==> src/rtl/hilo_muldiv.sv <==
// Iterative multiply/divide unit holding the architectural HI/LO results.
// Radix-2 shift-add multiply and restoring divide on magnitudes, one bit per cycle.
module hilo_muldiv #(
   parameter int unsigned WIDTH = 32
) (
   input  logic             clk,
   input  logic             rst_n,
   input  logic             start,
   input  logic [1:0]       op,
   input  logic [WIDTH-1:0] a,
   input  logic [WIDTH-1:0] b,
   output logic             busy,
   output logic             done,
   output logic [WIDTH-1:0] hi,
   output logic [WIDTH-1:0] lo,
   output logic             div_by_zero
);

   localparam int unsigned CW = (WIDTH > 1) ? $clog2(WIDTH) : 1;

   typedef enum logic [1:0] {StIdle, StCalc, StFix} state_e;

   state_e             state_q, state_d;
   logic [CW-1:0]      cnt_q, cnt_d;
   logic [2*WIDTH-1:0] acc_q, acc_d;
   logic [WIDTH-1:0]   opd_q, opd_d;
   logic [WIDTH-1:0]   hi_q, hi_d;
   logic [WIDTH-1:0]   lo_q, lo_d;
   logic               is_div_q, is_div_d;
   logic               neg_q, neg_d;
   logic               rneg_q, rneg_d;
   logic               dbz_pend_q, dbz_pend_d;
   logic               done_q, done_d;
   logic               dbz_q, dbz_d;

   // Operand signs only count for the signed ops (op[0] == 0).
   logic             sgn_a, sgn_b;
   logic [WIDTH-1:0] mag_a, mag_b;

   assign sgn_a = ~op[0] & a[WIDTH-1];
   assign sgn_b = ~op[0] & b[WIDTH-1];
   assign mag_a = sgn_a ? -a : a;
   assign mag_b = sgn_b ? -b : b;

   // Multiply: acc = {partial product, remaining multiplier bits}; the carry
   // out of the add becomes the new top bit as the whole thing shifts right.
   logic [WIDTH:0]     mul_sum;
   logic [2*WIDTH-1:0] mul_step;

   assign mul_sum  = {1'b0, acc_q[2*WIDTH-1:WIDTH]} + (acc_q[0] ? {1'b0, opd_q} : '0);
   assign mul_step = {mul_sum, acc_q[WIDTH-1:1]};

   // Divide: acc = {partial remainder, dividend bits / quotient bits}.
   logic [WIDTH:0]     div_rem, div_diff;
   logic               div_ok;
   logic [2*WIDTH-1:0] div_step;

   assign div_rem  = {acc_q[2*WIDTH-1:WIDTH], acc_q[WIDTH-1]};
   assign div_diff = div_rem - {1'b0, opd_q};
   assign div_ok   = ~div_diff[WIDTH];
   assign div_step = {(div_ok ? div_diff[WIDTH-1:0] : div_rem[WIDTH-1:0]),
                      acc_q[WIDTH-2:0], div_ok};

   logic [WIDTH-1:0]   q_mag, r_mag;
   logic [2*WIDTH-1:0] prod_fix;

   assign q_mag    = acc_q[WIDTH-1:0];
   assign r_mag    = acc_q[2*WIDTH-1:WIDTH];
   assign prod_fix = neg_q ? -acc_q : acc_q;

   always_comb begin
      state_d    = state_q;
      cnt_d      = cnt_q;
      acc_d      = acc_q;
      opd_d      = opd_q;
      hi_d       = hi_q;
      lo_d       = lo_q;
      is_div_d   = is_div_q;
      neg_d      = neg_q;
      rneg_d     = rneg_q;
      dbz_pend_d = dbz_pend_q;
      dbz_d      = dbz_q;
      done_d     = 1'b0;

      unique case (state_q)
         StIdle: begin
            if (start) begin
               is_div_d = op[1];
               opd_d    = op[1] ? mag_b : mag_a;
               acc_d    = {{WIDTH{1'b0}}, (op[1] ? mag_a : mag_b)};
               neg_d    = sgn_a ^ sgn_b;
               rneg_d   = sgn_a;
               dbz_d    = 1'b0;
               cnt_d    = '0;
               if (op[1] && (b == '0)) begin
                  // Raw dividend is parked in acc so FIX can return it as HI.
                  dbz_pend_d = 1'b1;
                  acc_d      = {{WIDTH{1'b0}}, a};
                  state_d    = StFix;
               end else begin
                  dbz_pend_d = 1'b0;
                  state_d    = StCalc;
               end
            end
         end
         StCalc: begin
            acc_d = is_div_q ? div_step : mul_step;
            cnt_d = cnt_q + 1'b1;
            if (cnt_q == CW'(WIDTH - 1)) begin
               state_d = StFix;
            end
         end
         StFix: begin
            done_d  = 1'b1;
            state_d = StIdle;
            if (dbz_pend_q) begin
               hi_d  = acc_q[WIDTH-1:0];
               lo_d  = '1;
               dbz_d = 1'b1;
            end else if (is_div_q) begin
               hi_d = rneg_q ? -r_mag : r_mag;
               lo_d = neg_q ? -q_mag : q_mag;
            end else begin
               hi_d = prod_fix[2*WIDTH-1:WIDTH];
               lo_d = prod_fix[WIDTH-1:0];
            end
         end
         default: begin
            state_d = StIdle;
         end
      endcase
   end

   always_ff @(posedge clk or negedge rst_n) begin
      if (!rst_n) begin
         state_q    <= StIdle;
         cnt_q      <= '0;
         acc_q      <= '0;
         opd_q      <= '0;
         hi_q       <= '0;
         lo_q       <= '0;
         is_div_q   <= 1'b0;
         neg_q      <= 1'b0;
         rneg_q     <= 1'b0;
         dbz_pend_q <= 1'b0;
         done_q     <= 1'b0;
         dbz_q      <= 1'b0;
      end else begin
         state_q    <= state_d;
         cnt_q      <= cnt_d;
         acc_q      <= acc_d;
         opd_q      <= opd_d;
         hi_q       <= hi_d;
         lo_q       <= lo_d;
         is_div_q   <= is_div_d;
         neg_q      <= neg_d;
         rneg_q     <= rneg_d;
         dbz_pend_q <= dbz_pend_d;
         done_q     <= done_d;
         dbz_q      <= dbz_d;
      end
   end

   assign busy        = (state_q != StIdle);
   assign done        = done_q;
   assign hi          = hi_q;
   assign lo          = lo_q;
   assign div_by_zero = dbz_q;

endmodule

==> config.mk <==
export PLATFORM = sky130hd
export DESIGN_NAME = hilo_muldiv
export DESIGN_NICKNAME = d
export VERILOG_FILES = /design/src/rtl/hilo_muldiv.sv
export SDC_FILE = /design/constraint.sdc
export NUM_CORES = 1
export LEC_CHECK = 0
export ABC_AREA = 1
export BUFFER_PORTS_ARGS = -buffer_cell sky130_fd_sc_hd__buf_2
export CAP_MARGIN = 20
export CORE_AREA = 3 3 274 276
export CTS_CLUSTER_SIZE = 25
export DETAILED_ROUTE_END_ITERATION = 12
export DIE_AREA = 0 0 277 279
export HOLD_SLACK_MARGIN = 0.03
export PLACE_DENSITY = 0.44
export SETUP_SLACK_MARGIN = 0.2
export SLEW_MARGIN = 30
export SYNTH_ARGS = -nofsm -noshare
export SYNTH_HDL_FRONTEND = slang
export SYNTH_SLANG_ARGS = --single-unit
==> constraint.sdc <==
create_clock -name clk -period 3.3 [get_ports clk]
set_input_delay 0 -clock clk [delete_from_list [all_inputs] [get_ports clk]]
set_output_delay 0 -clock clk [all_outputs]
set_load 0.02 [all_outputs]
After elaboration in Yosys (flattened, before gate mapping)
Cells that the tools add are included.

Bits of input ports: 69. Output and inout bits: 67. Flip-flop bits (word level): 173. Logic and storage cells: 69. Latch bits: 0. Memory bits (read-only): 0. Memories: 0. RAM bits: 0.

Bitwise logic cells: 5. Muxes and demuxes: 28. Eq/ne operators: 6. $mul: 0. Order comparisons: 0. Div/mod/pow operators: 0. Shift-type cells: 0. Reduce and logical (&&, ||, !) cells: 10. Add/sub/neg operators: 8.

Operators with widths (number): $mux W32 (13); $mux W64 (3); $neg A32 Y32 (4); $pmux W64 S2 (1); $neg A64 Y64 (1); $add A32 B32 Y33 (1); $sub A33 B32 Y33 (1); $logic_not A32 Y1 (1); $pmux W5 S2 (1); $mux W2 (3); $ne A2 B2 Y1 const B (3); $reduce_and A2 Y1 (3); $reduce_bool A2 Y1 (3); $add A5 B1 Y5 const B (1); $eq A5 B5 Y1 const B (1); $mux W5 (1); $mux W1 (4); $pmux W2 S2 (1); $reduce_and A3 Y1 (1); $and A1 B1 Y1 (2); $eq A2 B1 Y1 const B (1); $eq A2 B2 Y1 const B (1); $logic_not A2 Y1 (1); $not A1 Y1 (2); other kinds (3) (3).

Logic depth before layout (Yosys ltp)
Depth after elaboration: 7. Mapped depth: 21. Mapped depth without buffers: 19.

Least setup slack after synthesis
Ideal clock, no wire load.

Path kind: flip-flop to flip-flop. Start: reg acc_q[0]. End: reg acc_q[59]. Period minus slack after synthesis: 2579 ps. Stages on the path, launching flop included: 20. Buffers on the path: 2. Library setup time: 116 ps. Data arrival time: 2463 ps. Data required time: 3184 ps. Slack: 721 ps. Cell sequence: dfrtp_1 buf_2 clkbuf_1 nand2_1 inv_1 ha_1 inv_1 fa_1 o21ai_0 nand2_1 nand2_1 nand2_1 nand2_1 nand2_1 nand3_1 nand2_1 nor2_1 nor2_1 nand2_1 nand2_1.

Cells in the longest elaborated chain, start to end: 4.

Ends and longest elaborated chain: from (decl) (RTL line 25) `logic [2*WIDTH-1:0] acc_q, acc_d;`; from (signal assigned) (RTL line 138) `acc_q <= '0;`; from (signal assigned) (RTL line 151) `acc_q <= acc_d;`; $mux W32 (RTL line 50) `assign mul_sum = {1'b0, acc_q[2*WIDTH-1:WIDTH]} + (acc_q[0] ? {1'b0, opd_q} : '0);`; $add A32 B32 Y33 (RTL line 50); $mux W64 (RTL line 107) `acc_d = is_div_q ? div_step : mul_step;`; $pmux W64 S2 (RTL line 85) `unique case (state_q)`.

Every way passes these cells. A chain may end at the register's enable or synchronous reset.

Final worst setup path
Start: reg acc_q[32]. End: reg acc_q[61].

Cells in the longest elaborated chain, start to end: 4. Elaborated cells on any way between the ends: 5. Those cells by class: add/sub: 2; mux: 3.

Ends and longest elaborated chain: $sub A33 B32 Y33 (RTL line 59) `assign div_diff = div_rem - {1'b0, opd_q};`; $mux W32 (RTL line 61) `assign div_step = {(div_ok ? div_diff[WIDTH-1:0] : div_rem[WIDTH-1:0]),`; $mux W64 * (RTL line 107); $pmux W64 S2 * (RTL line 85).

Every way passes the cells marked *; elsewhere a longest branch is shown, timed or not.

==> qor.yml <==
dpl_cell_area_mm2: 0.0202
hold_path_class: "in -> reg"
insertion_delay_ns: 0.50
end_kind: "flip-flop"
wl_per_cell_um: 19.8
postLayoutCellArea_mm2: 0.0213
wl_met1_um: 40900
layout_min_cycle_time_ns: 2.83
async_flop_share_pct: 100
cts.clk_slew.worst_paths_ns: 0.08
vias: 20696
total_power_mw: 24.3
outcome: "finished, final reports clean"
drtIter0Drc: 1986
yosysMostFrequentCell: "nand2_1"
die_y_um: 279
place_inst: 4190
path_class: "reg -> reg"
synth_cell_types: 55
yosysTopAreaCellShare_pct: 23.8
ant_nets: 0
cts_root_buffer: "clkbuf_16"
routabilityCongestion: 0.951
port_buffers: 135
syn_to_final_growth_pct: 17.1
min_period_over_period_pct: 85.6
hold_viol: 0
synth_common_cells: "1034 x nand2_1, 472 x inv_1, 311 x nand3_1, 279 x nor2_1, 194 x o21ai_0"
via_per_inst: 4.84
grt_usage_pct: 21.5
synth_ff_type: "dfrtp_1"
cts_tree: "yes"
drive_gt1_share_pct: 8.93
post_cts_buffers: 0
max-vdd-ir-drop_v: 0.000476
antenna_found_initial: 2
worstMarginPinSlew_ns: 0.748
synth.top_cells.by_area: "dfrtp_1 24%, nand2_1 21%, inv_1 9.7%, nand3_1 8.6%, nor2_1 5.8%"
grt_pass1_wl_um: 126000
cts_max_level: 4
arrival_ns: 3.23
wl_met3_um: 5810
overflow: 0
drt_wl_total_um: 84500
row_count: 99
grt_pass1_vias: 19676
relSlewSlack_pct: 50.1
rsz0062_at_grt: "no"
start_util_pct: 25.0
finalSetupTns_ns: 0
syn-num-nets: 3269
p_leak_nw: 11.2
final_cells: 4275
dpl.hpwl_um: 69600
ioPinCount: 136
die_x_um: 277
netlist_area_mm2: 0.0182
skew_ns: 0.0350
worst-path-max-fanout: 19
wl_met2_um: 35300
synth_seq_cells: 173
yosysWarnings: 0
crit_path_start_kind: "flip-flop"
route.detailed.drc: 0
grt_start_max_net_pins: 74
required_ns: 3.71
final_nets: 3443
drt_pass1_iterations: 5
routed.top_layer: "met4"
clock_path_buffers: 2
max_freq_mhz: 354
powerDensity_mw_per_mm2: 1140
synth_edf_count: 0
setup_viol: 0
numClockSinks: 173
dieArea_mm2: 0.0773
ys_seq_area_share_pct: 23.8
drv_cap: 0
drv_slew: 0
avgSynthCellArea_um2: 5.81
numCtsBuffers: 17
yosysTopAreaCell: "dfrtp_1"
coreArea_mm2: 0.0728
synth_cells: 3128
==> where the power goes <==
part | switching, mW | internal, mW
Clock | 1.06 | 1.07
Combinational | 12.1 | 5.66
Sequential | 1.28 | 3.19
==> what timing repair did <==
| action | CTS | global route |
|---|---|---|
| hold buffers | 52 | 0 |
| resized for setup | 0 | 1 |
| endpoints found under the hold margin | 114 | 0 |
| setup endpoints to repair | 0 | 1 |
==> final timing paths <==
| check | endpoint | slack, ns | cells after the start | from |
|---|---|---|---|---|
| setup / recovery | acc_q[61] | 0.47 | 18 | acc_q[32] |
| hold / removal | acc_q[8] | 0.02 | 3 | a[8] |
| setup reg to reg | acc_q[61] | 0.47 | 18 | acc_q[32] |
| hold reg to reg | div_by_zero | 0.49 | 2 | div_by_zero |
| max in group asynchronous | acc_q[61] | 2.27 | 3 | rst_n |
| min in group asynchronous | hi[30] | 0.08 | 2 | rst_n |
==> cell usage in the layout, fill, tap and decap left out, drive strengths merged, types with 14 or more instances in the layout <==
master	count
buf	201
clkbuf	19
nand2	1051
o21ai	209
nand3	313
nor3	27
xnor2	18
dlygate4sd3	52
xor2	49
nand3b	14
o21bai	21
ha	70
dfrtp	173
o22ai	17
nand4	37
a21oi	139
nor2	290
inv	486
o211ai	32
a21boi	25
==> metrics by stage <==
step | hold slack [ns] | setup slack [ns] | util, %
2_1_floorplan | -0.296 | 0.721 | -
3_3_place_gp | 0.0799 | 0.489 | 27.7
3_5_place_dp | 0.0718 | 0.493 | 27.7
4_1_cts | 0.0312 | 0.461 | 29.2
5_1_grt | 0.0808 | 0.201 | 29.2
6_report | 0.0216 | 0.474 | 29.2
==> layer usage <==
metal  vias to the layer above  track usage, %
li1                      10349               -
met1                      9587            31.1
met2                       677            31.7
met3                        83            4.73
met4                         0            6.59
met5                         -               0
==> area by class of cell <==
cell class,count,area (um^2)
inverter,484,1820
tap,959,1200
fill,8454,51600
clock inverter,14,156
sequential,173,4330
antenna,1,2.50
multi-input combinational,2372,11600
timing repair buffer,254,1730
clock buffer,18,429
==> critical path, cell delays in order, from the launching register on <==
cell and delay, ns:
dfrtp_1 0.48, inv_1 0.19, fa_1 0.48, inv_1 0.07
nand2_1 0.04, nand2_1 0.10, nand3_1 0.08, nand2_1 0.17
nand2_2 0.09, nand2_4 0.08, nand2_4 0.06, nand2_4 0.06
nand2_2 0.15, nand2_2 0.11, buf_4 0.25, nand2_1 0.09
nand3_1 0.09, nand3_1 0.07, nand2_1 0.09
==> kinds of logic after synthesis <==
| kind of cell | Yosys count | share of synthesized area [%] |
|---|---|---|
| and+or+nand+nor | 1750 | 40.2 |
| buffers and inverters | 583 | 12.4 |
| AOI/OAI and AO/OA | 483 | 15.3 |
| DFF | 173 | 23.8 |
| adders and majority gates | 72 | 5.04 |
| xor gates and xnor gates | 67 | 3.23 |
==> sequential cells by signal, summed over array words and instances (netlist names), 2 cells and up <==
name and flops:
hi 32, lo 32, acc_q 64, state_q 2, opd_q 32, cnt_q 5
Note: power is estimated with default switching activity, not from simulation.
